===== config.mk =====
export PLATFORM = sky130hd
export DESIGN_NAME = pfb_deadlock_watchdog_ctrl_flat
export DESIGN_NICKNAME = d
export VERILOG_FILES = /design/src/rtl/pfb_deadlock_pkg.sv /design/src/rtl/pfb_deadlock_watchdog_ctrl_if.sv /design/src/rtl/pfb_deadlock_persist_cnt.sv /design/src/rtl/pfb_deadlock_watchdog_ctrl.sv /design/src/flat_wrapper.sv
export SDC_FILE = /design/constraint.sdc
export NUM_CORES = 1
export LEC_CHECK = 0
export CAP_MARGIN = 0
export CORE_MARGIN = 2
export CORE_UTILIZATION = 49
export CTS_CLUSTER_SIZE = 14
export DETAILED_ROUTE_END_ITERATION = 16
export HOLD_SLACK_MARGIN = 0.02
export PLACE_DENSITY = 0.83
export SLEW_MARGIN = 20
export SYNTH_ARGS = -nofsm -noshare
export SYNTH_HDL_FRONTEND = slang
export SYNTH_HIERARCHICAL = 1
export SYNTH_SLANG_ARGS = --single-unit

===== constraint.sdc =====
create_clock -name clock -period 4 [get_ports clock]
set_input_delay 0.6 -clock clock [delete_from_list [all_inputs] [get_ports clock]]
set_output_delay 0.6 -clock clock [all_outputs]
set_load 0.1 [all_outputs]

===== src/rtl/pfb_deadlock_pkg.sv =====
// Shared types and constants for the PFB dataflow deadlock watchdog.
package pfb_deadlock_pkg;

  typedef enum logic [2:0] {
    IDLE,
    ARMED,
    REPORT,
    WAIT_CLR,
    RECOVER
  } state_e;

  localparam int SNAP_IDX_W  = 3;
  localparam int SNAP_PROC_W = 3;

  // Field order matches the report word: idx in the MSBs of the used field.
  typedef struct packed {
    logic [SNAP_IDX_W-1:0]  idx_block;
    logic [SNAP_PROC_W-1:0] proc_idle;
    logic [SNAP_PROC_W-1:0] proc_chan_block;
  } snap_t;

  localparam logic [7:0] TRIP_CNT_MAX = 8'd255;

endpackage


===== src/rtl/pfb_deadlock_watchdog_ctrl_if.sv =====
// Report stream between the deadlock watchdog (master) and the CSR block (slave).
interface pfb_deadlock_watchdog_ctrl_if #(
  parameter int RPT_W = 32
);
  logic             rpt_valid;
  logic             rpt_ready;
  logic [RPT_W-1:0] rpt_data;

  modport master (output rpt_valid, output rpt_data, input rpt_ready);
  modport slave  (input rpt_valid, input rpt_data, output rpt_ready);
endinterface


===== src/rtl/pfb_deadlock_persist_cnt.sv =====
// Consecutive block-cycle counter: clears on any idle cycle, saturates, and
// flags a trip once cnt+1 reaches max(hold,1).
module pfb_deadlock_persist_cnt #(
  parameter int CNT_W = 16
) (
  input  logic             clock,
  input  logic             reset_n,
  input  logic             active_i,
  input  logic             blk_i,
  input  logic [CNT_W-1:0] hold_i,
  output logic             trip_o
);

  logic [CNT_W-1:0] cnt_q, cnt_d;
  logic [CNT_W:0]   cnt_inc;
  logic [CNT_W-1:0] hold_eff;

  always_comb begin
    cnt_inc  = {1'b0, cnt_q} + {{CNT_W{1'b0}}, 1'b1};
    hold_eff = (hold_i == '0) ? CNT_W'(1) : hold_i;
    // >= rather than == so a lowered hold value trips on the next block cycle
    trip_o   = active_i && blk_i && (cnt_inc >= {1'b0, hold_eff});
    cnt_d    = cnt_q;
    if (!active_i || !blk_i || trip_o) begin
      cnt_d = '0;
    end else if (!cnt_inc[CNT_W]) begin
      cnt_d = cnt_inc[CNT_W-1:0];
    end
  end

  always_ff @(posedge clock or negedge reset_n) begin
    if (!reset_n) begin
      cnt_q <= '0;
    end else begin
      cnt_q <= cnt_d;
    end
  end

endmodule


===== src/rtl/pfb_deadlock_watchdog_ctrl.sv =====
// Deadlock watchdog: qualifies block flags, reports a snapshot, raises IRQ and
// pulses a recovery reset. Optional macro PFB_DEADLOCK_TIMESTAMP_EN adds a timestamp beat.
module pfb_deadlock_watchdog_ctrl
  import pfb_deadlock_pkg::*;
#(
  parameter int NUM_IDX   = 3,
  parameter int NUM_PROC  = 3,
  parameter int CNT_W     = 16,
  parameter int RPT_W     = 32,
  parameter int RST_PULSE = 16
) (
  input  logic                clock,
  input  logic                reset_n,
  input  logic                enable_i,
  input  logic [NUM_IDX-1:0]  idx_block_i,
  input  logic [NUM_PROC-1:0] proc_idle_i,
  input  logic [NUM_PROC-1:0] proc_chan_block_i,
  input  logic [CNT_W-1:0]    hold_cycles_i,
  pfb_deadlock_watchdog_ctrl_if.master rpt_if,
  output logic                irq_o,
  input  logic                clr_i,
  input  logic                clr_recover_i,
  output logic                recover_rst_o,
  output logic [7:0]          trip_count_o
);

  localparam int SNAP_W  = NUM_IDX + 2 * NUM_PROC;
  localparam int PULSE_W = (RST_PULSE > 1) ? $clog2(RST_PULSE) : 1;

  state_e             state_q;
  logic               rpt_valid_q;
  logic [RPT_W-1:0]   rpt_data_q;
  logic               irq_q;
  logic               recover_q;
  logic [PULSE_W-1:0] pulse_q;
  logic [7:0]         trip_cnt_q;
  logic [SNAP_W-1:0]  snap_now;
  logic               any_blk;
  logic               trip;

  assign any_blk  = |idx_block_i;
  assign snap_now = {idx_block_i, proc_idle_i, proc_chan_block_i};

  pfb_deadlock_persist_cnt #(
    .CNT_W (CNT_W)
  ) u_persist (
    .clock    (clock),
    .reset_n  (reset_n),
    .active_i (state_q == ARMED && enable_i),
    .blk_i    (any_blk),
    .hold_i   (hold_cycles_i),
    .trip_o   (trip)
  );

`ifdef PFB_DEADLOCK_TIMESTAMP_EN
  // Timestamp equals the number of rising edges since reset release, sampled in the trip cycle.
  logic [31:0] ts_q;
  logic [31:0] ts_snap_q;
  logic        beat_q;

  always_ff @(posedge clock or negedge reset_n) begin
    if (!reset_n) begin
      ts_q <= '0;
    end else begin
      ts_q <= ts_q + 32'd1;
    end
  end
`endif

  always_ff @(posedge clock or negedge reset_n) begin
    if (!reset_n) begin
      state_q     <= IDLE;
      rpt_valid_q <= 1'b0;
      rpt_data_q  <= '0;
      irq_q       <= 1'b0;
      recover_q   <= 1'b0;
      pulse_q     <= '0;
      trip_cnt_q  <= '0;
`ifdef PFB_DEADLOCK_TIMESTAMP_EN
      ts_snap_q   <= '0;
      beat_q      <= 1'b0;
`endif
    end else begin
      case (state_q)
        IDLE: begin
          if (enable_i) state_q <= ARMED;
        end
        ARMED: begin
          if (!enable_i) begin
            state_q <= IDLE;
          end else if (trip) begin
            state_q     <= REPORT;
            rpt_valid_q <= 1'b1;
            rpt_data_q  <= RPT_W'(snap_now);
            if (trip_cnt_q != TRIP_CNT_MAX) trip_cnt_q <= trip_cnt_q + 8'd1;
`ifdef PFB_DEADLOCK_TIMESTAMP_EN
            ts_snap_q   <= ts_q;
            beat_q      <= 1'b0;
`endif
          end
        end
        REPORT: begin
          if (rpt_if.rpt_ready) begin
`ifdef PFB_DEADLOCK_TIMESTAMP_EN
            if (!beat_q) begin
              beat_q     <= 1'b1;
              rpt_data_q <= RPT_W'(ts_snap_q);
            end else begin
              rpt_valid_q <= 1'b0;
              irq_q       <= 1'b1;
              state_q     <= WAIT_CLR;
            end
`else
            rpt_valid_q <= 1'b0;
            irq_q       <= 1'b1;
            state_q     <= WAIT_CLR;
`endif
          end
        end
        WAIT_CLR: begin
          if (clr_i) begin
            irq_q <= 1'b0;
            if (clr_recover_i) begin
              state_q   <= RECOVER;
              recover_q <= 1'b1;
              pulse_q   <= PULSE_W'(RST_PULSE - 1);
            end else begin
              state_q <= IDLE;
            end
          end
        end
        RECOVER: begin
          if (pulse_q == '0) begin
            recover_q <= 1'b0;
            state_q   <= IDLE;
          end else begin
            pulse_q <= pulse_q - PULSE_W'(1);
          end
        end
        default: state_q <= IDLE;
      endcase
    end
  end

  assign rpt_if.rpt_valid = rpt_valid_q;
  assign rpt_if.rpt_data  = rpt_data_q;
  assign irq_o            = irq_q;
  assign recover_rst_o    = recover_q;
  assign trip_count_o     = trip_cnt_q;

endmodule


===== src/flat_wrapper.sv =====
// flat-port wrapper written by rule: the top's interface ports become plain ports
module pfb_deadlock_watchdog_ctrl_flat import pfb_deadlock_pkg::*;
#(
  parameter int NUM_IDX   = 3,
  parameter int NUM_PROC  = 3,
  parameter int CNT_W     = 16,
  parameter int RPT_W     = 32,
  parameter int RST_PULSE = 16
)
  (clock, reset_n, enable_i, idx_block_i, proc_idle_i, proc_chan_block_i, hold_cycles_i, irq_o, clr_i, clr_recover_i, recover_rst_o, trip_count_o, rpt_if_rpt_valid, rpt_if_rpt_data, rpt_if_rpt_ready);
  pfb_deadlock_watchdog_ctrl_if #(.RPT_W(RPT_W)) rpt_if_i ();
  input  logic clock;
  input  logic reset_n;
  input  logic enable_i;
  input  logic [NUM_IDX-1:0] idx_block_i;
  input  logic [NUM_PROC-1:0] proc_idle_i;
  input  logic [NUM_PROC-1:0] proc_chan_block_i;
  input  logic [CNT_W-1:0] hold_cycles_i;
  output logic irq_o;
  input  logic clr_i;
  input  logic clr_recover_i;
  output logic recover_rst_o;
  output logic [7:0] trip_count_o;
  output wire logic [$bits(rpt_if_i.rpt_valid)-1:0] rpt_if_rpt_valid;
  output wire logic [$bits(rpt_if_i.rpt_data)-1:0] rpt_if_rpt_data;
  input wire logic [$bits(rpt_if_i.rpt_ready)-1:0] rpt_if_rpt_ready;
  assign rpt_if_rpt_valid = rpt_if_i.rpt_valid;
  assign rpt_if_rpt_data = rpt_if_i.rpt_data;
  assign rpt_if_i.rpt_ready = rpt_if_rpt_ready;
  pfb_deadlock_watchdog_ctrl #(.NUM_IDX(NUM_IDX), .NUM_PROC(NUM_PROC), .CNT_W(CNT_W), .RPT_W(RPT_W), .RST_PULSE(RST_PULSE)) u_core (.clock(clock), .reset_n(reset_n), .enable_i(enable_i), .idx_block_i(idx_block_i), .proc_idle_i(proc_idle_i), .proc_chan_block_i(proc_chan_block_i), .hold_cycles_i(hold_cycles_i), .rpt_if(rpt_if_i), .irq_o(irq_o), .clr_i(clr_i), .clr_recover_i(clr_recover_i), .recover_rst_o(recover_rst_o), .trip_count_o(trip_count_o));
endmodule

==> metrics.md <==
| Metric | Value |
|---|---|
| Share of layout cells above drive strength 1 | 12.9% |
| CP Buf/Inv Count | 0 |
| Max clock buf depth | 2 |
| Pin count of the biggest net entering global routing | 44 |
| Tot GR Track Use | 18.4% |
| Clk Latency, worst-skew pair | 0.30 ns |
| Clock slew seen by the registers of the worst setup and hold paths | 0.08 ns |
| Most frequent cells in the layout | clkdlybuf4s50_1, nand2_1, dfrtp_1, conb_1, inv_1 |
| CTS buffer count | 5 |
| Total core area | 0.00551 sq mm |
| FMAX | 289 MHz |
| Post-DP HPWL | 4240 um |
| RSZ-0062 raised after global routing | false |
| Synth cell types | 53 |
| Vias/cell | 5.08 |
| Worst Hold Class | input port to asynchronous set/reset pin |
| Slowest-stage cell, CP | dfrtp_1 |
| Setup TNS | 0 ns |
| Total grt overflow | 0 |
| IO buf count | 50 |
| Worst Path Required | 4.19 ns |
| CP top delay family | simple AND/OR/NAND/NOR gates |
| Post-CTS Setup Inserts | 0 |
| Clk_skew | 0.00762 ns |
| Crit start category | register |
| Final GP Congestion | 0.867 |
| Drt drc | 0 |
| Post-cts resize count | 0 |
| Cell Rows | 27 |
| Commonest non-fill, non-tap cell in the layout | clkdlybuf4s50_1 |
| Critical path endpoint category | register |
| Post-route ant nets | 0 |
| Peak supply drop | 151 uV |
| Sequential share of the synthesized area | 38.3% |
| Hold Buf Count CTS | 0 |
| Post-Syn Area | 0.00281 sq mm |
| TritonCTS clock tree | yes |
| Drt total wl | 5530 um |
| Worst slew margin | 34.7% |
| Worst-Margin Slew | 0.976 ns |
| WL/cell | 13.4 um |
| Async S/R FF share, synth | 100% |
| Max FO, Critical Path | 5 |
| Starting Density | 51.0% |
| Via Count | 2094 |
| Die Wd | 79.7 um |
| Vias in the first global route | 2055 |
| Die span in y | 79.7 um |
| 1st-iter DRT viols | 107 |
| Crit-path max cell delay | 0.45 ns |
| Status | finished clean |
| Final setup fails | 0 |
| Post-Syn Instances | 284 |
| Ant. Diodes | 0 |
| CTS Root Cell | clkbuf_8 |
| Crit path arrival time | 3.66 ns |
| I/O pin count | 74 |
| Ys Warns | 6 |
| Crit-path cells | ha_1, nand2_1, nor3_4, nand4_1, xnor2_1, ha_1, nand3_1, nor2_1, nand3b_1, a31oi_1, nand3_1, nor2_1, mux2_2 |
| LEAKAGE | 1.69 nW |
| Pwr per Cell Area | 262 mW/mm^2 |
| P&R area growth vs syn | 20.8% |
| Fin crit period | 3.47 ns |
| Maximum level of the CTS H-tree | 2 |
| Period utilization | 86.6% |
| Fin. max-slew vios | 0 |
| Synth Register Bits | 43 |
| First-pass GRT wire length | 9170 um |
| Worst Path Class, Setup | register to register |
| Top_reg_cell synth | dfrtp_1 |
| 1st-pass router iterations | 4 |
| Hold Vio Cnt, Final | 0 |
| DIE AREA | 0.00636 sq mm |
| CTS sink cnt | 43 |
| Max_cap viols | 0 |
| Hold_ws | 0.441 ns |
| Syn_area_per_cell | 9.90 sq um |
| Post-synth EDFFs | 0 |
| Nets | 390 |
| Initial antenna violation count | 0 |
-- area by class of cell --
class                           count  area (sq um)
Inverter                           20          75.1
Tap cell                           72          90.1
Fill cell                         461          2110
Timing Repair Buffer               54           526
Clock buffer                        6          82.6
Clock inverter                      1          5.00
Multi-Input combinational cell    216          1540
Sequential cell                    43          1080
-- cells by family (layout without fill, tap and decap cells) --
| group | Yosys count | after routing | synth area share [%] |
|---|---|---|---|
| adders and majority gates | 19 | 19 | 8.46 |
| other | 1 | 23 | 0.133 |
| DFF | 43 | 43 | 38.3 |
| and+or+nand+nor | 118 | 118 | 25.5 |
| AOI/OAI and AO/OA | 33 | 33 | 10.0 |
| xor gates and xnor gates | 19 | 19 | 6.19 |
| buffers and inverters | 47 | 81 | 9.79 |
| muxes | 4 | 4 | 1.65 |
-- flip-flops by register name, indices dropped and copies added (netlist names) --
register                 count
u_core/trip_count_o          8
u_core/state_q               3
u_core/rpt_if.rpt_data       9
u_core/irq_o                 1
u_core/u_persist/cnt_q      16
u_core/rpt_if.rpt_valid      1
u_core/pulse_q               4
u_core/recover_rst_o         1
-- worst paths after layout --
path,cells past startpoint,startpoint,to,slack (ns)
max in group asynchronous,1,reset_n,u_core/u_persist/cnt_q[3]$_DFFE_PN0P_,2.97
min in group clock,1,u_core/state_q[2]$_DFFE_PN0P_,u_core/state_q[0]$_DFFE_PN0P_,0.47
max,13,u_core/u_persist/cnt_q[0]$_DFFE_PN0P_,u_core/trip_count_o[5]$_DFFE_PN0P_,0.53
max reg2reg,13,u_core/u_persist/cnt_q[0]$_DFFE_PN0P_,u_core/trip_count_o[5]$_DFFE_PN0P_,0.53
min reg2reg,1,u_core/state_q[2]$_DFFE_PN0P_,u_core/state_q[0]$_DFFE_PN0P_,0.47
min,1,reset_n,u_core/rpt_if.rpt_data[3]$_DFFE_PN0P_,0.44
-- per-stage QoR --
stage          setup slack [ns]  power, mW  cells  util [%]  cell area (sq um)
3_3_place_gp              0.576      0.611    405      60.1               3310
2_1_floorplan              1.00      0.583    306         -               2890
5_1_grt                   0.281      0.917    412      61.7               3400
4_1_cts                   0.547      0.895    412      61.7               3400
6_report                  0.534      0.888    412      61.7               3400
3_5_place_dp              0.525      0.611    405      60.1               3310
-- Yosys cell counts, drive strengths merged, types with 3 or more instances --
library cell	number	area, sq um
a211oi	3	22.5
a21oi	10	53.8
a31oi	3	18.8
and2b	4	35.0
and3	6	37.5
and4	5	45.0
buf	26	196
dfrtp	43	1080
ha	19	238
inv	20	75.1
nand2	48	183
nand3	10	50.1
nand4	4	40.0
nor2	10	37.5
nor3	7	62.6
nor3b	12	135
nor4	3	18.8
o21ai	4	20.0
xnor2	10	87.6
xor2	9	86.3
-- where the power goes --
part           switching, mW  internal [mW]  total (mW)
Sequential           0.00221          0.436       0.438
Combinational          0.126         0.0381       0.164
Clock                  0.150          0.136       0.286
Total                  0.279          0.609       0.888
-- per-layer routing --
| layer | GRT usage [%] | vias to the layer above | share of wire (%) |
|---|---|---|---|
| met4 | 5.42 | 0 | 1.6 |
| li1 | - | 1041 | - |
| met3 | 3.73 | 9 | 3.5 |
| met2 | 30.7 | 50 | 50 |
| met1 | 24.1 | 994 | 45 |
| met5 | 0 | - | 0 |
No activity file was read; power rests on OpenSTA's default activity.
